<file path="config.mk">
export PLATFORM = sky130hd
export DESIGN_NAME = dst_serializer
export DESIGN_NICKNAME = d
export VERILOG_FILES = /design/src/rtl/dst_serializer.sv
export SDC_FILE = /design/constraint.sdc
export NUM_CORES = 1
export LEC_CHECK = 0
export ABC_AREA = 1
export BUFFER_PORTS_ARGS = -buffer_cell sky130_fd_sc_hd__buf_2
export CAP_MARGIN = 20
export CORE_AREA = 5 5 67 85
export DETAILED_ROUTE_END_ITERATION = 16
export DIE_AREA = 0 0 72 90
export PLACE_DENSITY = 0.82
export SLEW_MARGIN = 20
export SYNTH_ARGS = -nofsm -noshare
export SYNTH_HDL_FRONTEND = slang
export SYNTH_SLANG_ARGS = --single-unit
</file>
<file path="constraint.sdc">
create_clock -name clk -period 1.3 [get_ports clk]
set_clock_uncertainty 0.05 [all_clocks]
set_input_delay 0.065 -clock clk [delete_from_list [all_inputs] [get_ports clk]]
set_output_delay 0.065 -clock clk [all_outputs]
set_load 0.02 [all_outputs]
</file>
<file path="src/rtl/dst_serializer.sv">
// Captures the compressor's parallel result bus on start and streams it LSB-first over a valid/ready serial line.
// Define DST_SERIALIZER_PARITY_EN to append an even-parity bit as the final frame bit.
`timescale 1ns/1ps
module dst_serializer #(
  parameter int NDST  = 36,
  parameter int CNT_W = 6
) (
  input  logic            clk,
  input  logic            rst_n,
  input  logic [NDST-1:0] dst,
  input  logic            start,
  input  logic            sout_ready,
  output logic            sout,
  output logic            sout_valid,
  output logic            sout_last,
  output logic            busy,
  output logic            done
);

`ifdef DST_SERIALIZER_PARITY_EN
  localparam int FRAME_LEN = NDST + 1;
`else
  localparam int FRAME_LEN = NDST;
`endif

  localparam logic [CNT_W-1:0] LAST_IDX = CNT_W'(FRAME_LEN - 1);

  typedef enum logic {
    IDLE  = 1'b0,
    SHIFT = 1'b1
  } state_t;

  state_t                 state_q, state_d;
  logic [FRAME_LEN-1:0]   shreg_q, shreg_d;
  logic [CNT_W-1:0]       cnt_q, cnt_d;
  logic                   done_q, done_d;
  logic [FRAME_LEN-1:0]   capture;
  logic                   accept;

  // Parity is folded in at capture so the shifter never needs to know about it.
`ifdef DST_SERIALIZER_PARITY_EN
  assign capture = {^dst, dst};
`else
  assign capture = dst;
`endif

  always_ff @(posedge clk or negedge rst_n) begin
    if (!rst_n) begin
      state_q <= IDLE;
      shreg_q <= '0;
      cnt_q   <= '0;
      done_q  <= 1'b0;
    end else begin
      state_q <= state_d;
      shreg_q <= shreg_d;
      cnt_q   <= cnt_d;
      done_q  <= done_d;
    end
  end

  assign accept = (state_q == SHIFT) && sout_ready;

  always_comb begin
    state_d = state_q;
    shreg_d = shreg_q;
    cnt_d   = cnt_q;
    done_d  = 1'b0;
    case (state_q)
      IDLE: begin
        if (start) begin
          shreg_d = capture;
          cnt_d   = '0;
          state_d = SHIFT;
        end
      end
      SHIFT: begin
        if (accept) begin
          if (cnt_q == LAST_IDX) begin
            state_d = IDLE;
            done_d  = 1'b1;
          end else begin
            shreg_d = shreg_q >> 1;
            cnt_d   = cnt_q + 1'b1;
          end
        end
      end
      default: state_d = IDLE;
    endcase
  end

  // Serial outputs are gated by state so the line reads 0 whenever no frame is in flight.
  assign sout_valid = (state_q == SHIFT);
  assign busy       = (state_q == SHIFT);
  assign sout       = (state_q == SHIFT) & shreg_q[0];
  assign sout_last  = (state_q == SHIFT) && (cnt_q == LAST_IDX);
  assign done       = done_q;

endmodule
</file>
* Yosys cells after proc, flatten, opt, wreduce, memory -nomap -nowiden
Cells that the tools add are included.
** Cells by class
- Add/sub/neg operators :: 1
- Equality and inequality tests :: 4
- Muxes and demuxes :: 15
- Bitwise logic cells :: 2
- Reduce and logical (&&, ||, !) cells :: 3
** Operators by type and width (count)
- $mux 36 :: 3
- $pmux 36 s2 :: 1
- $mux 6 :: 3
- $pmux 6 s2 :: 1
- $add 6x1->6 const B :: 1
- $eq 6x6->1 const B :: 1
- $mux 1 :: 6
- $ne 2x2->1 const B :: 2
- $reduce_and 3->1 :: 1
- $logic_and 1x1->1 :: 2
- $ne 2x1->1 const B :: 1
- $pmux 1 s2 :: 1
- $and 1x1->1 :: 1
- $not 1->1 :: 1
** Storage, ports and cells
- Bits in registers :: 44
- Bits of input ports :: 40
- Output and inout bits :: 5

* Longest topological paths before layout
Gate-level depths: netlist of the first run.
- Depth after elaboration :: 4
- Mapped depth :: 9
- Mapped depth without buffers :: 7

* Worst setup path before layout of the first run
Ideal clock, no wire load.
- Kind :: register -> register
- Start :: register state_q, in the netlist busy
- End :: register cnt_q[0]
- Arrival :: 1253 ps
- Required time :: 1123 ps
- Slack :: -130 ps
- Cell stages (with the launch flop) :: 10
- Path buffers :: 3
- Cell sequence :: dfrtp_1 buf_4 inv_2 nor2_2 nor2_4 nand2_4 buf_6 buf_6 nand2_1 o21ai_0
** On the way
- Word-level cells in the longest chain between the ends :: 3
- Elaborated cells on any way between the ends :: 7
- Classes of those cells :: eq/ne (3); mux (1); bitwise (1); reduce/logical (2)
** Ends and longest elaborated chain
- start, declared :: line 33 : state_t state_q, state_d;
- start signal, assigned :: line 54 : state_q <= state_d;
- $logic_and 1x1->1 or $not 1->1 (tied branches)
- $ne 2x1->1 (no source line) or $ne 2x2->1 (tied branches)
- $reduce_and 3->1 (no source line)
- end signal, assigned :: line 56 : cnt_q <= cnt_d;
- end, declared :: line 35 : logic [CNT_W-1:0] cnt_q, cnt_d;
Parallel ways exist; a longest one is shown, timed or not.
A chain may end at the register's enable or synchronous reset.

* Worst setup path in the final report of the first run
- Start :: register cnt_q[0]
- End :: output port sout_last
** On the way
- Word-level cells in the longest chain between the ends :: 2
** Ends and longest elaborated chain
- $eq 6x6->1 :: line 95 : assign sout_last = (state_q == SHIFT) && (cnt_q == LAST_IDX);
- $logic_and 1x1->1 :: line 95
- end, declared :: line 15 : output logic sout_last,
Every way passes these cells.

==> results of run 1 <==
==> power groups by stage <==
stage | sequential [mW] | clock (mW) | combinational [mW]
after floorplan | 1.68 | 0 | 0.409
after global placement | 1.69 | 0 | 0.648
after detailed placement | 1.70 | 0 | 0.683
after CTS | 1.68 | 0.834 | 0.742
after global routing | 1.71 | 0.882 | 0.882
final | 1.68 | 0.808 | 0.779
==> placed cells by master, fill, tap and decap left out <==
master / n
nand2_1: 53
dfrtp_1: 43
buf_2: 42
o21ai_1: 37
mux2i_1: 35
dlygate4sd3_1: 16
buf_4: 13
nor2_1: 5
clkbuf_8: 5
buf_12: 5
nor2_2: 4
inv_1: 4
nand3_1: 4
inv_2: 3
nand2_2: 3
o21ai_2: 2
o21ai_0: 2
clkbuf_16: 2
buf_6: 2
inv_4: 1
nand3_2: 1
nor2_4: 1
nand2_4: 1
xor2_1: 1
xnor2_1: 1
ha_2: 1
dfrtp_2: 1
clkinvlp_4: 1
clkinv_2: 1
bufbuf_16: 1
==> through the flow <==
step                hold WS [ns]  total power, mW  setup slack (ns)  TNS, ns  instances
detailed placement       0.01398            2.384           -0.1308   -3.908        323
floorplan                -0.2806            2.086          -0.07788   -2.256        218
CTS                    0.0004170            3.256           -0.1502   -4.456        346
global placement        0.009616            2.340          -0.03182  -0.7959        323
finish                -0.0003966            3.272           -0.1355   -4.338        353
global route            0.001868            3.471           -0.1980   -7.366        353
==> sequential cells by signal, indices dropped and copies added (netlist names) <==
| register | flops |
|---|---|
| cnt_q | 6 |
| shreg_q | 36 |
| busy | 1 |
| done | 1 |
==> worst paths after layout <==
path | to | start | slack [ns] | cells after the start
max | sout_last | cnt_q[0] | -0.14 | 6
min | shreg_q[15] | dst[15] | -0.0004 | 3
max reg2reg | shreg_q[12] | cnt_q[0] | -0.12 | 7
min reg2reg | shreg_q[26] | shreg_q[26] | 0.45 | 2
max in group asynchronous | shreg_q[28] | rst_n | 0.76 | 3
min in group asynchronous | done | rst_n | 0.22 | 3
==> layer usage <==
metal / vias to the layer above / global-route usage / wire length, um
met5: - / 0 / 0
met4: 0 / 0.03762 / 45
met3: 5 / 0.03571 / 284
met2: 45 / 0.2370 / 2388
met1: 823 / 0.1865 / 2024
li1: 869 / - / -
==> worst register-to-register path, cell delays in order (launching register included) <==
cell,delay [ns]
dfrtp_1,0.38
ha_2,0.20
inv_2,0.04
nor2_2,0.10
nand3_2,0.11
nand2_4,0.15
clkbuf_16,0.20
o21ai_1,0.08
==> cells by family (layout without fill, tap and decap cells) <==
group | count (synthesis) | count (layout) | share of synthesized area
compound gates | 41 | 41 | 0.09630
xor+xnor | 2 | 2 | 0.008222
fa+ha+maj | 1 | 1 | 0.005871
buf+inv | 23 | 96 | 0.06576
flops | 44 | 44 | 0.5167
mux | 35 | 35 | 0.1644
simple gates | 72 | 72 | 0.1427
==> cell type report <==
type                            instances  area share
Multi-Input combinational cell        151      0.3162
Inverter                                8     0.01131
Tap cell                               62     0.02697
Timing Repair Buffer                   81      0.2340
Clock inverter                          2    0.004350
Clock buffer                            5     0.02392
Sequential cell                        44      0.3832
==> what timing repair did <==
| item | in CTS | in global routing |
|---|---|---|
| setup endpoints to repair | 44 | 44 |
| pin swaps | 3 | 1 |
| hold buffers | 15 | 1 |
| hold endpoints to repair | 58 | 1 |
| buffers inserted | 0 | 4 |
| gates cloned | 1 | 2 |
| gates resized for setup | 26 | 8 |
==> out/results.ini, run 1 <==
[outcome]
status = finished with violations
failed_checks = hold timing, setup timing

[die]
ios = 45
start_util = 0.4382
rows = 29
fp.dieH_um = 90
die-area_um2 = 6480
core_area_um2 = 4862
die_w_um = 72

[layout]
finalInstanceArea_um2 = 2877
fin_util = 0.5916
drive_gt1_frac = 0.3093
syn2layout_area_growth_pct = 35.00
diodes = 0
nets = 332
multi_input_area_um2 = 909.6
fillers = 413
ff_latch_area_um2 = 1102

[clocking]
cts_buffers = 5
insertion_delay_ns = 0.29
cts_tree = yes
clockBufferDepth = 2
cts_root_buf = clkbuf_8
cts.sinks = 44
h-tree-depth = 2
clkTransAtPathRegs_ns = 0.08

[job]
maxCapViolCount = 0

[worst_setup_path]
cp_slowest_cell = dfrtp_1
crit_type = flip-flop to output port
crit_required_ns = 1.19
critPathMaxStageDelay_ns = 0.38
cp_common_cell = inv_2
cp_num_buf_inv = 3
worstPathCellList = ha_2 > inv_2 > nor2_2 > nand3_2 > inv_2 > buf_6
worstPathArrival_ns = 1.32
worstSetupStartpointType = flip-flop
end_kind = output port
critPathTopFamily = flip-flops
worstPathMaxFanout = 2

[placement]
routabilityCongestion = 0.7357
numPortBuffers = 44
dp.final_hpwl_um = 3102
place_area_um2 = 2492

[detailed_routing]
vias = 1742
drt_iter0_drc = 49
firstDrtPassIters = 4
final_antenna_net_count = 0
wirelength_um = 4742
via_per_inst = 4.935
remaining_drc_errors = 0
wl_per_cell_um = 13.43

[sta]
clock.fmax_mhz = 696.6
min_period_ns = 1.435
slew-limit-headroom = 0.8170
hold_ws_ns = -0.0003966
postLayoutSetupSlackWorst_ns = -0.1355
finalHoldViolCount = 2
fin_crit_sh = 1.104
slew_viol_final = 0
tightest_slew_ns = 0.2668
finalSetupViolations = 43
rsz0062_at_grt = yes

[power_and_ir_drop]
combPwrFrac = 0.238
p_sw_frac = 0.2887
power_frac_seq = 0.515
ir_drop_v = 0.0006903
intPower_mw = 2.327
power_density_nw_per_um2 = 1137
p_leak_nw = 1.587
switching_power_uw = 944.5
pwr-share-clk = 0.247

[logic_synthesis]
synth_nets = 259
synth.top_cell.area_share = 0.5167
yosysTopAreaCell = dfrtp_1
ys_seq_area_frac = 0.5167
synth_area_leaders = dfrtp_1, mux2i_1, nand2_1
yosys.cell_types.count = 20
syn_area_um2 = 2131
async_flop_share = 1.000
yosys_warnings = 0
ys_seq_elements = 44
yosysMostFrequentCell = nand2_1
synthTopCellsByCount = nand2_1, dfrtp_1, mux2i_1
avgSynthCellArea_um2 = 9.774
synth-edff-count = 0
synthCells = 218
synth_ff_type = dfrtp_1

[grt]
grt_pass1_vias = 1663
grt_pass1_wl_um = 7493
grt_max_degree = 45
track_usage = 0.1438
antenna_found_initial = 0
gr-total-overflow = 0

[hold_path]
hold_class = input pin to flip-flop

(Power assumes the default switching activity.)
==> run 2: changes to the inputs <==
--- a/config.mk
+++ b/config.mk
@@ -11,8 +11,9 @@
 export CORE_AREA = 5 5 67 85
 export DETAILED_ROUTE_END_ITERATION = 16
 export DIE_AREA = 0 0 72 90
-export PLACE_DENSITY = 0.82
+export PLACE_DENSITY_LB_ADDON = 0.05
 export SLEW_MARGIN = 20
 export SYNTH_ARGS = -nofsm -noshare
 export SYNTH_HDL_FRONTEND = slang
 export SYNTH_SLANG_ARGS = --single-unit
+export TNS_END_PERCENT = 5
==> run 2 against run 1 <==
  * The flow finishes with violations (setup timing)
  * Wire length decreased by 7.7%
  * Flip-flop and latch count unchanged
  * Combinational power decreased by 0.8%
  * Die area unchanged
  * Register-to-register slack improved by 0.03 ns
  * Setup slack improved by 0.047 ns
  * Non-clock buffer count decreased by 1
  * Critical endpoint is now shreg_q[3]
  * Global-route usage about the same
==> out/results.ini, run 2 (same netlist as run 1, synthesis figures left out) <==
[power_and_ir_drop]
combPwrFrac = 0.233  ; -0.005
p_sw_frac = 0.2800  ; -0.008634
power_frac_seq = 0.504  ; -0.011
intPower_mw = 2.386  ; +2.5%
ir_drop_v = 0.0005627  ; -18%
p_leak_nw = 1.587  ; about the same
switching_power_uw = 927.9  ; -1.8%
pwr-share-clk = 0.262  ; +0.015
power_density_nw_per_um2 = 1158  ; +1.8%

[layout]
stdcell_count = 353  ; unchanged
drive_gt1_frac = 0.2955  ; -0.01375
largest_reg_flops = 36  ; unchanged
final_common_cell = nand2_1
top_regs = shreg_q (36), cnt_q (6)
diodes = 0  ; unchanged
fin_util = 0.5885  ; -0.003088
regMostFlops = shreg_q
syn2layout_area_growth_pct = 34.29
nets = 331  ; -0.30%
final_cell_mix = nand2_1, dfrtp_1, buf_2
finalInstanceArea_um2 = 2861  ; -0.52%

[sta]
rsz0062_at_grt = yes
min_period_ns = 1.388  ; -0.04734 ns
postLayoutSetupSlackWorst_ns = -0.08814  ; +0.04734 ns
tns_ns = -2.561  ; +1.777 ns
slew_viol_final = 0  ; unchanged
finalHoldViolCount = 0  ; -2
tightest_slew_ns = 0.2394  ; -0.02741 ns
slew-limit-headroom = 0.8404  ; +0.02336
finalSetupViolations = 43  ; unchanged
fin_crit_sh = 1.068  ; -0.03642
clock.fmax_mhz = 720.4  ; +3.4%

[worst_setup_path]
cp_slowest_cell = dfrtp_1
cp.depth = 8  ; +2
critPathMaxStageDelay_ns = 0.36  ; -0.02 ns
critPathTopFamily = simple AND/OR/NAND/NOR gates
worstPathMaxFanout = 17  ; +15
crit_type = flip-flop to flip-flop
worstPathArrival_ns = 1.55  ; +0.23 ns
end_kind = flip-flop
rr_worst_depth = 8  ; +1
r2r_slack_ns = -0.09  ; +0.03 ns
worstPathCellList = ha_2 > inv_1 > nor2_1 > nand3_2 > nand2_4 > clkbuf_16 > nand2_1 > o21ai_1
crit_required_ns = 1.46  ; +0.27 ns
cp_num_buf_inv = 2  ; -1
worstSetupStartpointType = flip-flop

[grt]
grt_pass1_wl_um = 7548  ; +0.73%
gr-total-overflow = 0  ; unchanged
grt_pass1_vias = 1646  ; -1.0%
grt_max_degree = 45  ; unchanged
track_usage = 0.1437  ; about the same
antenna_found_initial = 0  ; unchanged

[clocking]
clkTransAtPathRegs_ns = 0.08  ; about the same
cts_buffers = 5  ; unchanged
cts.sinks = 44  ; unchanged
insertion_delay_ns = 0.29  ; about the same
cts_tree = yes
cts_root_buf = clkbuf_8
clockBufferDepth = 2  ; unchanged
h-tree-depth = 2  ; unchanged

[job]
maxCapViolCount = 0  ; unchanged

[detailed_routing]
firstDrtPassIters = 4  ; unchanged
wirelength_um = 4375  ; -7.7%
drt_iter0_drc = 63  ; +29%
wl_per_cell_um = 12.39  ; -7.7%
via_per_inst = 4.771  ; -3.3%
final_antenna_net_count = 0  ; unchanged
vias = 1684  ; -3.3%
remaining_drc_errors = 0  ; unchanged

[placement]
routabilityCongestion = 0.7441  ; +1.1%
dp.final_hpwl_um = 3122  ; +0.65%
place_area_um2 = 2530  ; +1.5%
dp.cells = 328  ; +1.5%
numPortBuffers = 44  ; unchanged

[die]
die-area_um2 = 6480  ; unchanged
start_util = 0.4382  ; unchanged
fp.dieH_um = 90  ; unchanged
core_area_um2 = 4862  ; unchanged
die_w_um = 72  ; unchanged
ios = 45  ; unchanged
rows = 29  ; unchanged

[outcome]
status = finished with violations
failed_checks = setup timing

[hold_path]
hold_class = input pin to flip-flop
min_path_cells = 3  ; unchanged

## run 2: changes by cell type in the layout (fill, tap and decap cells not counted), sizes merged
| cell | previous run | this run |
|---|---|---|
| buf | 62 | 63 |
| bufbuf | 1 | 0 |
| clkinv | 1 | 2 |
| clkinvlp | 1 | 0 |
## run 2: path summary, 6_finish.rpt
path                             start           to
max                           cnt_q[0]   shreg_q[3]
min                             dst[6]   shreg_q[6]
max reg2reg                   cnt_q[0]   shreg_q[3]
min reg2reg                shreg_q[23]  shreg_q[23]
max in group asynchronous        rst_n   shreg_q[7]
min in group asynchronous        rst_n     cnt_q[4]
## run 2: metal layers
layer / vias to the layer above / GRT usage / part of all wire / wire length, um
li1: 861 / - / - / -
met1: 788 / 0.1907 / 0.44 / 1931
met2: 33 / 0.2331 / 0.50 / 2188
met3: 2 / 0.03795 / 0.056 / 243
met4: 0 / 0.03292 / 0.0027 / 12
met5: - / 0 / 0 / 0
## run 2: area by class of cell
cell class / instances / area [um^2]
Clock buffer: 6 / 82.58
Clock inverter: 2 / 10.01
Fill cell: 470 / 2001
Inverter: 8 / 32.53
Multi-Input combinational cell: 151 / 907.1
Sequential cell: 44 / 1102
Tap cell: 62 / 77.57
Timing Repair Buffer: 80 / 649.4
## run 2: per-stage QoR
stage	hold WS (ns)	setup WS [ns]	total power, mW
floorplan	-0.2806	-0.07788	2.086
global placement	0.01863	-0.05705	2.377
detailed placement	0.01312	-0.1373	2.388
CTS	0.002033	-0.1200	3.332
global route	0.004926	-0.2050	3.555
finish	0.003478	-0.08814	3.313
## run 2: tightest hold or removal path, cell delays in order
cell and delay [ns]:
buf_2 0.08, mux2i_1 0.05, o21ai_1 0.11
## run 2: timing repair
action / CTS / global route
gates resized for setup: 26 / 6
gates cloned: 0 / 1
hold buffers: 15 / 1
hold endpoints to repair: 58 / 1
pin swaps: 2 / 3
buffers inserted: 0 / 0
endpoints found under the setup margin: 46 / 46
## run 2: power by group through the flow
stage | logic, mW | clock network (mW) | registers [mW]
floorplan | 0.409 | 0 | 1.68
global route | 0.873 | 0.982 | 1.70
finish | 0.773 | 0.870 | 1.67
detailed placement | 0.691 | 0 | 1.70
global placement | 0.683 | 0 | 1.69
CTS | 0.752 | 0.910 | 1.67
==> run 3: changes to the inputs <==
--- a/config.mk
+++ b/config.mk
@@ -16,4 +16,4 @@
 export SYNTH_ARGS = -nofsm -noshare
 export SYNTH_HDL_FRONTEND = slang
 export SYNTH_SLANG_ARGS = --single-unit
-export TNS_END_PERCENT = 5
+export TNS_END_PERCENT = 20
==> run 3 against run 2 <==
  * The flow still finishes with violations (setup timing)
  * Global-route usage did not move
  * Count of clock-buffer cells in the layout unchanged
  * Sequential share of layout area did not move
  * Clock power is essentially flat
  * Non-clock buffer count unchanged
  * Cell area unchanged
  * Sequential power about the same
  * Critical path type is now flip-flop to output port
  * Largest power group unchanged
==> out/results.ini, run 3 (same netlist as run 1, synthesis figures left out) <==
[layout]
syn2layout_area_growth_pct = 34.29  ; unchanged
fin_util = 0.5885  ; unchanged
stdcell_count = 353  ; unchanged
diodes = 0  ; unchanged
regMostFlops = shreg_q
top_regs = shreg_q (36), cnt_q (6)
final_common_cell = nand2_1
drive_gt1_frac = 0.2955  ; unchanged
nets = 331  ; unchanged
largest_reg_flops = 36  ; unchanged
final_cell_mix = nand2_1, dfrtp_1, buf_2

[placement]
routabilityCongestion = 0.7441  ; unchanged
numPortBuffers = 44  ; unchanged
place_ws_ns = -0.1373  ; unchanged
dp.final_hpwl_um = 3122  ; unchanged
dp.cells = 328  ; unchanged

[die]
ios = 45  ; unchanged
die_w_um = 72  ; unchanged
die-area_um2 = 6480  ; unchanged
start_util = 0.4382  ; unchanged
fp.dieH_um = 90  ; unchanged
rows = 29  ; unchanged
core_area_um2 = 4862  ; unchanged

[worst_setup_path]
crit_start = cnt_q[0]
worstSetupStartpointType = flip-flop
end_kind = output port
worstPathArrival_ns = 1.27  ; -0.28 ns
worstPathMaxFanout = 2  ; -15
crit_required_ns = 1.19  ; -0.27 ns
r2r_start = cnt_q[0]
crit_type = flip-flop to output port

[sta]
finalSetupViolations = 43  ; unchanged
tightest_slew_ns = 0.2398  ; +0.0003717 ns
slew_viol_final = 0  ; unchanged
clock.fmax_mhz = 721.1  ; +0.10%
postLayoutSetupSlackWorst_ns = -0.08674  ; +0.001398 ns
finalHoldViolCount = 0  ; unchanged
fin_crit_sh = 1.067  ; -0.001075
rsz0062_at_grt = yes
slew-limit-headroom = 0.8401  ; about the same
min_period_ns = 1.387  ; -0.001398 ns

[grt]
gr-total-overflow = 0  ; unchanged
grt_pass1_vias = 1646  ; unchanged
grt_max_degree = 45  ; unchanged
grt_pass1_wl_um = 7548  ; unchanged
track_usage = 0.1437  ; unchanged
antenna_found_initial = 0  ; unchanged

[power_and_ir_drop]
p_sw_frac = 0.2805  ; +0.0004900
power_frac_seq = 0.504  ; about the same
p_leak_nw = 1.587  ; unchanged
intPower_mw = 2.386  ; about the same
power_mw = 3.316  ; about the same
pwr-share-clk = 0.263  ; about the same
switching_power_uw = 930.1  ; +0.24%
ir_drop_v = 0.0005635  ; +0.14%
power_density_nw_per_um2 = 1159  ; about the same
combPwrFrac = 0.233  ; about the same

[clocking]
cts_buffers = 5  ; unchanged
cts.sinks = 44  ; unchanged
cts_root_buf = clkbuf_8
clkTransAtPathRegs_ns = 0.08  ; about the same
cts_tree = yes
insertion_delay_ns = 0.29  ; about the same
h-tree-depth = 2  ; unchanged
clockBufferDepth = 2  ; unchanged

[detailed_routing]
firstDrtPassIters = 4  ; unchanged
remaining_drc_errors = 0  ; unchanged
final_antenna_net_count = 0  ; unchanged
vias = 1684  ; unchanged
wl_per_cell_um = 12.40  ; about the same
drt_iter0_drc = 66  ; +4.8%
wirelength_um = 4376  ; about the same
via_per_inst = 4.771  ; unchanged

[hold_path]
hold_class = input pin to flip-flop
hp-start = dst[6]

[outcome]
failed_checks = setup timing
status = finished with violations

[job]
maxCapViolCount = 0  ; unchanged

[run 3: cell counts in the layout (fill, tap and decap cells not counted)]
No cell type changed its count.
[run 3: worst paths after layout]
path | end | slack, ns | depth (start not counted)
setup / recovery | sout_last | -0.09 | 6
hold / removal | shreg_q[6] | 0.003 | 3
setup reg to reg | shreg_q[3] | -0.08 | 8
hold reg to reg | shreg_q[23] | 0.44 | 2
max in group asynchronous | shreg_q[7] | 0.77 | 3
min in group asynchronous | cnt_q[4] | 0.21 | 3
[run 3: final cells by class]
class / instances / area (um^2)
clock buffer: 6 / 82.58
tap: 62 / 77.57
clock inverter: 2 / 10.01
inverter: 8 / 32.53
fill: 470 / 2001
sequential: 44 / 1102
timing repair buffer: 80 / 649.4
multi-input combinational: 151 / 907.1
[run 3: critical path, stage by stage, from the launching register on]
cell and delay, ns:
dfrtp_1 0.36, ha_2 0.18, inv_1 0.04, nor2_1 0.10
nand3_2 0.11, inv_2 0.08, buf_6 0.11
[run 3: per-stage QoR]
stage / setup TNS, ns / hold slack, ns / instance area [um^2]
after floorplan: -2.256 / -0.2806 / 2141
after global placement: -1.395 / 0.01863 / 2530
after detailed placement: -2.966 / 0.01312 / 2530
after CTS: -3.308 / 0.002033 / 2813
after global routing: -7.246 / 0.004926 / 2861
final: -2.552 / 0.003072 / 2861
[run 3: layer usage]
metal / vias up / GRT usage / wire length [um]
li1: 861 / - / -
met1: 788 / 0.1907 / 1940
met2: 33 / 0.2331 / 2180
met3: 2 / 0.03795 / 243
met4: 0 / 0.03292 / 12
met5: - / 0 / 0
[run 3: timing repair]
action | 4_1_cts | 5_1_grt
hold buffers | 15 | 1
endpoints found under the setup margin | 46 | 46
gates resized for setup | 26 | 6
gates cloned | 0 | 1
hold endpoints to repair | 58 | 1
setup buffers | 0 | 0
pin swaps | 2 | 3
[run 3: power by group through the flow]
| stage | clock (mW) | sequential [mW] | combinational [mW] |
|---|---|---|---|
| 2_1_floorplan | 0 | 1.68 | 0.409 |
| 3_3_place_gp | 0 | 1.69 | 0.683 |
| 3_5_place_dp | 0 | 1.70 | 0.691 |
| 4_1_cts | 0.910 | 1.67 | 0.752 |
| 5_1_grt | 0.982 | 1.70 | 0.873 |
| 6_report | 0.872 | 1.67 | 0.773 |
